$ cat config.mk
export PLATFORM = sky130hd
export DESIGN_NAME = pipe_hazard_ctrl
export DESIGN_NICKNAME = d
export VERILOG_FILES = /design/src/rtl/pipe_hazard_ctrl.sv
export SDC_FILE = /design/constraint.sdc
export NUM_CORES = 1
export LEC_CHECK = 0
export ABC_AREA = 1
export CORE_UTILIZATION = 38
export CTS_CLUSTER_SIZE = 40
export DETAILED_ROUTE_END_ITERATION = 10
export SYNTH_ARGS = -nofsm -noshare
export SYNTH_HDL_FRONTEND = slang
export SYNTH_SLANG_ARGS = --single-unit
$ cat constraint.sdc
create_clock -name clk -period 7.1 [get_ports clk]
set_input_delay 2.13 -clock clk [delete_from_list [all_inputs] [get_ports clk]]
set_output_delay 2.13 -clock clk [all_outputs]
set_load 0.005 [all_outputs]
$ cat src/rtl/pipe_hazard_ctrl.sv
// Stall/flush/forward scheduler for the 5-stage pipeline with I/D-cache miss FSM and watchdog.
// Outputs are combinational from state and inputs; PIPE_HAZARD_PERF_CNT_EN adds stall-cycle counters.
module pipe_hazard_ctrl #(
   parameter int MISS_TIMEOUT = 256,
   parameter int CNT_W        = 32
) (
   input  logic       clk,
   input  logic       reset,
   input  logic       Ihit,
   input  logic       Dhit,
   input  logic [4:0] rsD,
   input  logic [4:0] rtD,
   input  logic [4:0] rsE,
   input  logic [4:0] rtE,
   input  logic [4:0] WriteRegE,
   input  logic [4:0] WriteRegM,
   input  logic [4:0] WriteRegW,
   input  logic       RegWriteE,
   input  logic       RegWriteM,
   input  logic       RegWriteW,
   input  logic       MemtoRegE,
   input  logic       MemtoRegM,
   input  logic       BranchD,
   input  logic       PCSrcD,
   input  logic       JumpD,
   output logic       StallF,
   output logic       StallD,
   output logic       FlushD,
   output logic       EnE,
   output logic       FlushE,
   output logic [1:0] ForwardAE,
   output logic [1:0] ForwardBE,
   output logic       ForwardAD,
   output logic       ForwardBD,
   output logic       miss_timeout
`ifdef PIPE_HAZARD_PERF_CNT_EN
   ,
   output logic [CNT_W-1:0] perf_istall,
   output logic [CNT_W-1:0] perf_dstall,
   output logic [CNT_W-1:0] perf_hazstall
`endif
);

   localparam logic [1:0] RUN   = 2'd0;
   localparam logic [1:0] IWAIT = 2'd1;
   localparam logic [1:0] DWAIT = 2'd2;

   logic [1:0]       state_q, state_d;
   logic [CNT_W-1:0] cnt_q, cnt_d;
   logic             timeout_q, timeout_d;
   logic             lwstall, brstall;

   // Register 0 is hardwired, so it can never create a dependency.
   function automatic logic rmatch(input logic [4:0] a, input logic [4:0] b);
      return (a != 5'd0) && (a == b);
   endfunction

   function automatic logic [CNT_W-1:0] sat_inc(input logic [CNT_W-1:0] v);
      return (&v) ? v : v + CNT_W'(1);
   endfunction

   assign lwstall = MemtoRegE && (rmatch(rtE, rsD) || rmatch(rtE, rtD));
   assign brstall = BranchD &&
                    ((RegWriteE && (rmatch(WriteRegE, rsD) || rmatch(WriteRegE, rtD))) ||
                     (MemtoRegM && (rmatch(WriteRegM, rsD) || rmatch(WriteRegM, rtD))));

   // Every state shares the same targets: a D-miss dominates, then an I-miss.
   always_comb begin
      state_d = RUN;
      if (!Dhit)      state_d = DWAIT;
      else if (!Ihit) state_d = IWAIT;
   end

   always_comb begin
      cnt_d = '0;
      if (state_d == state_q && state_q != RUN) cnt_d = sat_inc(cnt_q);
      timeout_d = timeout_q || (cnt_d == CNT_W'(MISS_TIMEOUT));
   end

   always_ff @(posedge clk or negedge reset) begin
      if (!reset) begin
         state_q   <= RUN;
         cnt_q     <= '0;
         timeout_q <= 1'b0;
      end else begin
         state_q   <= state_d;
         cnt_q     <= cnt_d;
         timeout_q <= timeout_d;
      end
   end

   assign miss_timeout = timeout_q;

   always_comb begin
      StallF    = 1'b0;
      StallD    = 1'b0;
      FlushD    = 1'b0;
      EnE       = 1'b1;
      FlushE    = 1'b0;
      ForwardAE = 2'b00;
      ForwardBE = 2'b00;
      ForwardAD = 1'b0;
      ForwardBD = 1'b0;
      if (!reset) begin
         FlushE = 1'b1;
      end else begin
         if (!Dhit) begin
            StallF = 1'b1;
            StallD = 1'b1;
            EnE    = 1'b0;
         end else if (!Ihit || lwstall || brstall) begin
            // Bubble into E while M/W drain; D is held so a redirect re-presents.
            StallF = 1'b1;
            StallD = 1'b1;
            FlushE = 1'b1;
         end else if (PCSrcD || JumpD) begin
            FlushD = 1'b1;
         end

         if (RegWriteM && rmatch(WriteRegM, rsE))      ForwardAE = 2'b10;
         else if (RegWriteW && rmatch(WriteRegW, rsE)) ForwardAE = 2'b01;
         if (RegWriteM && rmatch(WriteRegM, rtE))      ForwardBE = 2'b10;
         else if (RegWriteW && rmatch(WriteRegW, rtE)) ForwardBE = 2'b01;
         ForwardAD = RegWriteM && rmatch(WriteRegM, rsD);
         ForwardBD = RegWriteM && rmatch(WriteRegM, rtD);
      end
   end

`ifdef PIPE_HAZARD_PERF_CNT_EN
   logic [CNT_W-1:0] istall_q, dstall_q, hazstall_q;

   always_ff @(posedge clk or negedge reset) begin
      if (!reset) begin
         istall_q   <= '0;
         dstall_q   <= '0;
         hazstall_q <= '0;
      end else begin
         if (!Dhit)                                  dstall_q   <= sat_inc(dstall_q);
         if (Dhit && !Ihit)                          istall_q   <= sat_inc(istall_q);
         if (Dhit && Ihit && (lwstall || brstall))   hazstall_q <= sat_inc(hazstall_q);
      end
   end

   assign perf_istall   = istall_q;
   assign perf_dstall   = dstall_q;
   assign perf_hazstall = hazstall_q;
`endif

endmodule

==> reports/qor.yml, run 1 <==
outcome: "finished, final reports clean"
slew_headroom_pct: 66.0
slowest_stage: "clkdlybuf4s50_1"
end_kind: "output port"
cap_viol_max_count: 0
rsz0062_at_grt: "no"
fmax_mhz: 154
hold_viol_final: 0
cts_tree: "built"
fin_ws_ps: 597
cts_buffers: 5
grt.total_usage_pct: 21.8
hold_buffers: 0
syn_to_final_growth_pct: 22.4
crit_buf_inv: 3
nNetsFinal: 648
hold_path_depth: 2
worst_hold_path_type: "register to register"
drive_above_1_share_pct: 4.33
hpwl_mm: 7.49
coreArea_um2: 8260
drv_slew: 0
cp_data_arrival_time_ps: 4370
critPathMostFrequentCell: "clkdlybuf4s50_1"
clock_latency_ps: 290
critPathMaxFanout: 6
crit_type: "primary input to output port"
path_clk_slew_ps: 70
total_leakage_power_nw: 2.06
yosysWarnings: 0
vdd_drop_max_mv: 0.0751
cp.depth: 8
rows: 33
dr.pass1.iters: 5
antenna_cells: 0
drt-initial-drc-count: 150
cp_top_family: "buffers and inverters"
fillerInstances: 908
grt_max_degree: 40
clock-skew-final_ps: 10.3
antenna_found_initial: 0
gp_congestion: 0.874
synth_area_per_cell_um2: 5.99
root_buffer: "clkbuf_8"
port_buffers: 58
dpl-instance-area_um2: 3910
preCtsSetupSlack_ps: 616
p_per_area_nw_per_um2: 110
slowest_delay_ps: 530
final_common_cell: "nand2_1"
fin_crit_sh_pct: 91.6
cts_buffer_depth: 2
critPathLaunchType: "primary input"
viasPerCell: 4.93
period_minus_slack_ps: 6500
grt-ovfl-total: 0
worstMarginPinSlew_ps: 509
syn-num-nets: 592
fin_area_um2: 3990
io_pins: 59
wl_per_cell_um: 13.0
grt_pass1_wl_mm: 15.2
fin_setup_tns_ps: 0
reg2reg_depth: 14
required_ps: 4970
postSynthCellCount: 544
holdWs_ps: 470
drt-total-wl_mm: 9.17
cts_setup_buffers: 0
drc_errors: 0
fin_util_pct: 48.3
finalSetupViolCount: 0
vias: 3484
multi_input_area_um2: 1970
start_util_pct: 39.5
final_antenna_net_count: 0
cts_max_level: 2
ys_types: 33
seqCellArea_um2: 876
mostFrequentLayoutCells: "174 x nand2_1, 90 x inv_1, 78 x nor2_1"
cts-resized-gates: 0
die_h_um: 94.6
ys_seq_elements: 35
first_global_vias: 3286
synth_area_um2: 3260
synth_seq_area_share_pct: 26.9
die-area_um2: 8950
clock-sinks: 35
die-width_um: 94.6
path_cells: "clkdlybuf4s50_1 -> or2_2 -> a221oi_1 -> nand3b_1 -> nor4_1 -> inv_1 -> nor2_1 -> clkdlybuf4s50_1"
==> registers in the layout (all words and copies together) (netlist names) <==
register,cells
cnt_q,32
state_q,2
miss_timeout,1
==> power by group <==
part	switching [mW]	total (mW)	internal [mW]
Combinational	0.0446	0.0896	0.0449
Clock	0.0775	0.147	0.0690
Sequential	0.00140	0.202	0.200
==> area by class of cell <==
type	count	share of cell area [%]
Inverter	91	8.57
Clock buffer	7	1.91
Multi-Input combinational cell	407	49.3
Sequential cell	35	22.0
Clock inverter	1	0.126
Tap cell	105	3.29
Timing Repair Buffer	60	14.8
==> synth_stat cells <==
cell type | number | share of area [%]
nand4_1 | 8 | 1.5
a21oi_1 | 12 | 1.8
nor2_4 | 4 | 1.4
a221oi_1 | 3 | 0.81
nor4_1 | 3 | 0.58
xnor2_1 | 11 | 3.0
or2_2 | 4 | 0.77
and2_1 | 1 | 0.19
o22ai_1 | 5 | 0.96
nand2_4 | 2 | 0.69
buf_4 | 2 | 0.46
nand3_1 | 50 | 7.7
inv_2 | 1 | 0.12
xor2_1 | 19 | 5.1
nor3b_1 | 1 | 0.23
dfrtp_1 | 35 | 27
clkbuf_1 | 4 | 0.46
nor2_1 | 78 | 9.0
inv_1 | 90 | 10
nand2_1 | 174 | 20
nand3b_1 | 6 | 1.4
o2111ai_1 | 1 | 0.27
o21ai_1 | 2 | 0.31
buf_2 | 2 | 0.31
ha_1 | 1 | 0.38
nor3_1 | 5 | 0.77
o31ai_4 | 1 | 0.65
o211ai_1 | 1 | 0.23
o21ai_0 | 9 | 1.4
buf_6 | 3 | 1.0
nor2_2 | 2 | 0.38
a2111oi_0 | 1 | 0.27
nand2_2 | 3 | 0.58
==> path summary, 6_finish.rpt <==
path	start	slack (ps)	end
setup / recovery	WriteRegM[4]	600	ForwardAE[1]
hold reg to reg	miss_timeout	470	miss_timeout
hold / removal	miss_timeout	470	miss_timeout
max in group asynchronous	reset	4820	cnt_q[15]
min in group asynchronous	reset	1910	cnt_q[4]
setup reg to reg	cnt_q[0]	4650	miss_timeout
==> metrics by stage <==
stage | instances | power, mW
final | 706 | 0.438
after global placement | 698 | 0.295
after global routing | 706 | 0.457
after CTS | 706 | 0.441
after detailed placement | 698 | 0.296
after floorplan | 544 | 0.246
==> cells by family after synthesis <==
| family | synth area share, % |
|---|---|
| and+or+nand+nor | 45.2 |
| buffers and inverters | 12.7 |
| xor gates and xnor gates | 8.06 |
| adders and majority gates | 0.384 |
| DFF | 26.9 |
| AOI/OAI and AO/OA | 6.72 |
==> routing by layer <==
metal	GRT usage, %	wire [um]	vias to the layer above
met4	3.03	57	0
met2	36.7	4070	80
met1	29.6	4620	1598
li1	-	-	1800
met5	0	0	-
met3	3.86	417	6
==> worst min-delay path: stages, from the launching register on <==
cell and delay [ps]:
dfrtp_1 340, inv_1 40, nand2_1 50
Note: power is estimated with default switching activity, not from simulation.
==> run 2, diff against run 1 <==
--- a/config.mk
+++ b/config.mk
@@ -6,9 +6,10 @@
 export NUM_CORES = 1
 export LEC_CHECK = 0
 export ABC_AREA = 1
-export CORE_UTILIZATION = 38
+export CORE_UTILIZATION = 45
 export CTS_CLUSTER_SIZE = 40
 export DETAILED_ROUTE_END_ITERATION = 10
+export PLACE_DENSITY = 0.7
 export SYNTH_ARGS = -nofsm -noshare
 export SYNTH_HDL_FRONTEND = slang
 export SYNTH_SLANG_ARGS = --single-unit
==> run 2 against run 1 <==
Non-clock buffer count up 1. First-iteration DRC count is 67% higher. Critical path depth is the same. Register-to-register slack hardly changed. Flip-flop and latch count unchanged. Sequential power about the same.
==> reports/qor.yml, run 2 (same netlist as run 1, synthesis figures left out) <==
largest_reg_flops: 32  # unchanged
rsz0062_at_grt: "no"
path_clk_slew_ps: 80  # about the same
crit_type: "primary input to output port"
clock_latency_ps: 290  # about the same
drc_errors: 0  # unchanged
met3WireLength_um: 664  # +59%
fin_setup_tns_ps: 0  # unchanged
syn_to_final_growth_pct: 22.3  # about the same
grt-ovfl-total: 0  # unchanged
fin_area_um2: 3980  # about the same
antenna_cells: 0  # unchanged
outcome: "finished, final reports clean"
hold_buffers: 0  # unchanged
drt-initial-drc-count: 251  # +67%
drt-total-wl_mm: 9.30  # +1.4%
wl_met1_mm: 4.42  # -4.4%
power_mw: 0.436  # -0.39%
cp-endpoint: "ForwardAE[1]"
cts_tree: "built"
critPathMaxFanout: 6  # unchanged
total_leakage_power_nw: 2.06  # +0.23%
first_global_vias: 3312  # +0.79%
start_util_pct: 47.2  # +7.7 points
viasPerCell: 5.07  # +2.7%
r2r_start: "cnt_q[0]"
final_antenna_net_count: 0  # unchanged
clock-skew-final_ps: 10.9  # +0.608 ps
top_layer_used: "met4"
port_buffers: 58  # unchanged
fin_crit_sh_pct: 90.0  # -1.5 points
dr.pass1.iters: 5  # unchanged
worst_hold_path_type: "register to register"
antenna_found_initial: 0  # unchanged
vdd_drop_max_mv: 0.0681  # -9.3%
cts_buffers: 5  # unchanged
grt_max_degree: 33  # -18%
reg2reg_depth: 14  # unchanged
largest-register: "cnt_q"
startpoint: "WriteRegM[4]"
path_cells: "clkdlybuf4s50_1 -> or2_2 -> a221oi_1 -> nand3b_1 -> nor4_1 -> inv_1 -> nor2_1 -> clkdlybuf4s50_1"
slew_headroom_pct: 68.5  # +2.4 points
r2r_end: "miss_timeout"
hpwl_mm: 7.67  # +2.4%
vias: 3539  # +1.6%
gp_congestion: 0.974  # +11%
critPathMostFrequentCell: "clkdlybuf4s50_1"
grt.total_usage_pct: 26.5  # +4.8 points
cts_setup_buffers: 0  # unchanged
finalSetupViolCount: 0  # unchanged
p_per_area_nw_per_um2: 109  # -0.30%
dpl-instance-area_um2: 3900  # about the same
fmax_mhz: 156  # +1.7%
seqCellArea_um2: 876  # unchanged
worstMarginPinSlew_ps: 461  # -48.6 ps
mostFrequentLayoutCells: "174 x nand2_1, 90 x inv_1, 78 x nor2_1"
end_kind: "output port"
slowest_delay_ps: 530  # about the same
fillerInstances: 733  # -19%
rows: 30  # -9.1%
fin_ws_ps: 707  # +110 ps
holdWs_ps: 475  # +4.81 ps
finalNonFillerCells: 698  # -1.1%
drive_above_1_share_pct: 4.49  # +0.16 points
coreArea_um2: 6910  # -16%
final_common_cell: "nand2_1"
dr_wl_met2_mm: 4.02  # -1.3%
drv_slew: 0  # unchanged
hold_viol_final: 0  # unchanged
cp_data_arrival_time_ps: 4260  # -110 ps
required_ps: 4970  # about the same
grt_pass1_wl_mm: 15.7  # +3.3%
die-area_um2: 7580  # -15%
slowest_stage: "clkdlybuf4s50_1"
critPathLaunchType: "primary input"
nNetsFinal: 649  # +0.15%
die_h_um: 87.1  # -7.9%
cts-resized-gates: 0  # unchanged
numPlacedInstances: 690  # -1.1%
reg2reg_slack_ps: 4640  # about the same
fin_util_pct: 57.7  # +9.4 points
root_buffer: "clkbuf_8"
cap_viol_max_count: 0  # unchanged
period_minus_slack_ps: 6390  # -110 ps
wl_per_cell_um: 13.3  # +2.5%
cts_buffer_depth: 2  # unchanged
preCtsSetupSlack_ps: 691  # +74.9 ps
die-width_um: 87.1  # -7.9%
cts_max_level: 2  # unchanged
multi_input_area_um2: 1970  # unchanged
clock-sinks: 35  # unchanged
io_pins: 59  # unchanged
[run 2: cell types whose count changed in the layout (fill, tap and decap cells not counted), sizes merged]
cell / before / now
buf: 3 / 4
[run 2: worst min-delay path by stage]
stage / from / to / slack, ps / cells past startpoint
6_report: miss_timeout / miss_timeout / 470 / 2
5_1_grt: miss_timeout / miss_timeout / 490 / 2
4_1_cts: miss_timeout / miss_timeout / 470 / 2
3_5_place_dp: miss_timeout / miss_timeout / 460 / 2
3_3_place_gp: miss_timeout / miss_timeout / 450 / 2
2_1_floorplan: miss_timeout / miss_timeout / 460 / 2
[run 2: cell type report]
class	instances	area share, %
multi-input cells	407	49.4
flip-flops and latches	35	22.0
repair buffers	61	15.0
inverters	91	8.57
well taps	96	3.02
clock buffers	7	1.92
clock inverters	1	0.126
[run 2: routing by layer]
layer	global-route usage, %	vias to the layer above
li1	-	1799
met1	37.6	1581
met2	41.9	140
met3	4.64	19
met4	6.26	0
met5	0	-
[run 2: worst max-delay path: cells and delay by family]
kind	cells	cell delay [ps]
and+or+nand+nor	4	800
AOI/OAI and AO/OA	1	240
buffers and inverters	3	1100
[run 2: power breakdown]
part / switching, mW / internal (mW) / total, mW
Clock: 0.0742 / 0.0689 / 0.143
Combinational: 0.0460 / 0.0453 / 0.0913
Sequential: 0.00134 / 0.200 / 0.202
Total: 0.122 / 0.315 / 0.436
==> run 3, diff against run 2 <==
--- a/config.mk
+++ b/config.mk
@@ -6,6 +6,7 @@
 export NUM_CORES = 1
 export LEC_CHECK = 0
 export ABC_AREA = 1
+export CORE_MARGIN = 2
 export CORE_UTILIZATION = 45
 export CTS_CLUSTER_SIZE = 40
 export DETAILED_ROUTE_END_ITERATION = 10
@@ -13,3 +14,4 @@
 export SYNTH_ARGS = -nofsm -noshare
 export SYNTH_HDL_FRONTEND = slang
 export SYNTH_SLANG_ARGS = --single-unit
+export TNS_END_PERCENT = 100
==> run 3 against run 2 <==
Clock power is 34% higher. Wire length decreased by 4.6%. Setup slack lost 35 ps. Total power grew 11%. Via count decreased by 1.9%. Utilization decreased by 1.4 points. Highest routed layer unchanged. Die area is 4.6% higher. Design area rose by 0.82%. Critical path type unchanged. Sequential share of layout area is 0.18 points lower. Register-to-register slack lost 40 ps. Count of clock-buffer cells in the layout down 1. Non-clock buffer count down 1.
==> reports/qor.yml, run 3 (same netlist as run 1, synthesis figures left out) <==
final_common_cell: "nand2_1"
slowest_stage: "clkdlybuf4s50_1"
vias: 3472  # -1.9%
first_global_vias: 3250  # -1.9%
critPathMaxFanout: 6  # unchanged
holdWs_ps: 466  # -8.64 ps
drt-initial-drc-count: 287  # +14%
drive_above_1_share_pct: 4.66  # +0.17 points
end_kind: "output port"
rsz0062_at_grt: "no"
fin_setup_tns_ps: 0  # unchanged
finalNonFillerCells: 700  # +0.29%
cap_viol_max_count: 0  # unchanged
cts_buffers: 5  # unchanged
nNetsFinal: 648  # -0.15%
grt.total_usage_pct: 24.5  # -2.0 points
grt_pass1_wl_mm: 15.1  # -3.6%
cts_tree: "built"
hold_viol_final: 0  # unchanged
dr.pass1.iters: 5  # unchanged
antenna_found_initial: 0  # unchanged
io_pins: 59  # unchanged
finalSetupViolCount: 0  # unchanged
antenna_cells: 0  # unchanged
die-width_um: 89.1  # +2.3%
hold_buffers: 0  # unchanged
fmax_mhz: 156  # -0.54%
viasPerCell: 4.96  # -2.2%
largest-register: "cnt_q"
internal-power_mw: 0.359  # +14%
gp_congestion: 1.00  # +2.7%
drv_slew: 0  # unchanged
die_h_um: 89.1  # +2.3%
clock-sinks: 35  # unchanged
start_util_pct: 45.7  # -1.5 points
slew_headroom_pct: 72.5  # +4.0 points
grt-ovfl-total: 0  # unchanged
drc_errors: 0  # unchanged
cts_setup_buffers: 0  # unchanged
fin_crit_sh_pct: 90.5  # +0.49 points
period_minus_slack_ps: 6430  # +34.7 ps
clkPwrFrac_pct: 39.7  # +6.9 points
rows: 31  # +3.3%
drt-total-wl_mm: 8.87  # -4.6%
p_switching_mw: 0.124  # +1.8%
fin_util_pct: 56.3  # -1.4 points
port_buffers: 58  # unchanged
combPwrFrac_pct: 18.6  # -2.3 points
path_cells: "clkdlybuf4s50_1 -> or2_2 -> a221oi_1 -> nand3b_1 -> nor4_1 -> inv_1 -> nor2_1 -> clkdlybuf4s50_1"
largest_reg_flops: 32  # unchanged
coreArea_um2: 7140  # +3.3%
power_mw: 0.483  # +11%
numPlacedInstances: 692  # +0.29%
syn_to_final_growth_pct: 23.3
cts-resized-gates: 0  # unchanged
hpwl_mm: 7.26  # -5.3%
total_leakage_power_nw: 2.08  # +0.69%
root_buffer: "clkbuf_8"
worstMarginPinSlew_ps: 402  # -58.6 ps
vdd_drop_max_mv: 0.0818  # +20%
wl_per_cell_um: 12.7  # -4.9%
cts_buffer_depth: 2  # unchanged
required_ps: 4970  # about the same
critPathLaunchType: "primary input"
clock-skew-final_ps: 11.0  # +0.157 ps
slowest_delay_ps: 540  # about the same
critPathMostFrequentCell: "clkdlybuf4s50_1"
p_sw_share_pct: 25.6  # -2.2 points
mostFrequentLayoutCells: "174 x nand2_1, 90 x inv_1, 78 x nor2_1"
seqPwrFrac_pct: 41.8  # -4.5 points
crit_type: "primary input to output port"
worst_hold_path_type: "register to register"
final_antenna_net_count: 0  # unchanged
p_per_area_nw_per_um2: 120  # +9.8%
clock_latency_ps: 300  # about the same
path_clk_slew_ps: 70  # about the same
die-area_um2: 7940  # +4.6%
cp_data_arrival_time_ps: 4300  # +40 ps
outcome: "finished, final reports clean"
grt_max_degree: 34  # +3.0%
cts_max_level: 2  # unchanged
-- run 3: changes by cell type in the layout (fill, tap and decap cells not counted) --
cell / previous run / this run
buf_4: 3 / 2
bufinv_16: 0 / 1
clkbuf_1: 2 / 0
clkbuf_8: 5 / 6
-- run 3: per-layer routing --
metal | up-vias | global-route usage, % | share of wire, %
met1 | 1544 | 34.3 | 47
li1 | 1793 | - | -
met3 | 13 | 3.97 | 7.1
met4 | 0 | 6.11 | 1.6
met2 | 122 | 39.5 | 45
met5 | - | 0 | 0
-- run 3: power groups by stage --
stage          registers [mW]  clock network (mW)  logic (mW)
2_1_floorplan           0.205                   0      0.0408
3_3_place_gp            0.206                   0      0.0889
3_5_place_dp            0.206                   0      0.0900
4_1_cts                 0.202               0.193      0.0903
5_1_grt                 0.202               0.203       0.100
6_report                0.202               0.191      0.0896
-- run 3: critical path, delay by kind of cell --
family                 cells  cell delay, ps
buffers and inverters      3            1110
and+or+nand+nor            4             800
AOI/OAI and AO/OA          1             240
-- run 3: layout make-up --
type | instances | area [um2]
clock inverters | 2 | 35.0
well taps | 99 | 124
repair buffers | 60 | 591
clock buffers | 6 | 82.6
multi-input cells | 407 | 1970
fillers | 745 | 3120
flip-flops and latches | 35 | 876
inverters | 91 | 342
-- run 3: worst paths after layout --
| path | cells after the start | slack [ps] | startpoint | end |
|---|---|---|---|---|
| max in group asynchronous | 2 | 4750 | reset | cnt_q[13] |
| min in group asynchronous | 1 | 1680 | reset | state_q[0] |
| worst min-delay path | 2 | 470 | miss_timeout | miss_timeout |
| worst max register to register | 14 | 4600 | cnt_q[0] | miss_timeout |
| worst max-delay path | 8 | 670 | WriteRegM[4] | ForwardAE[1] |
| worst min register to register | 2 | 470 | miss_timeout | miss_timeout |
-- run 3: stage by stage --
stage	setup WS, ps	cell area, um2
floorplan	1670	3260
global placement	726	3900
detailed placement	680	3900
CTS	679	4020
global route	493	4020
finish	672	4020
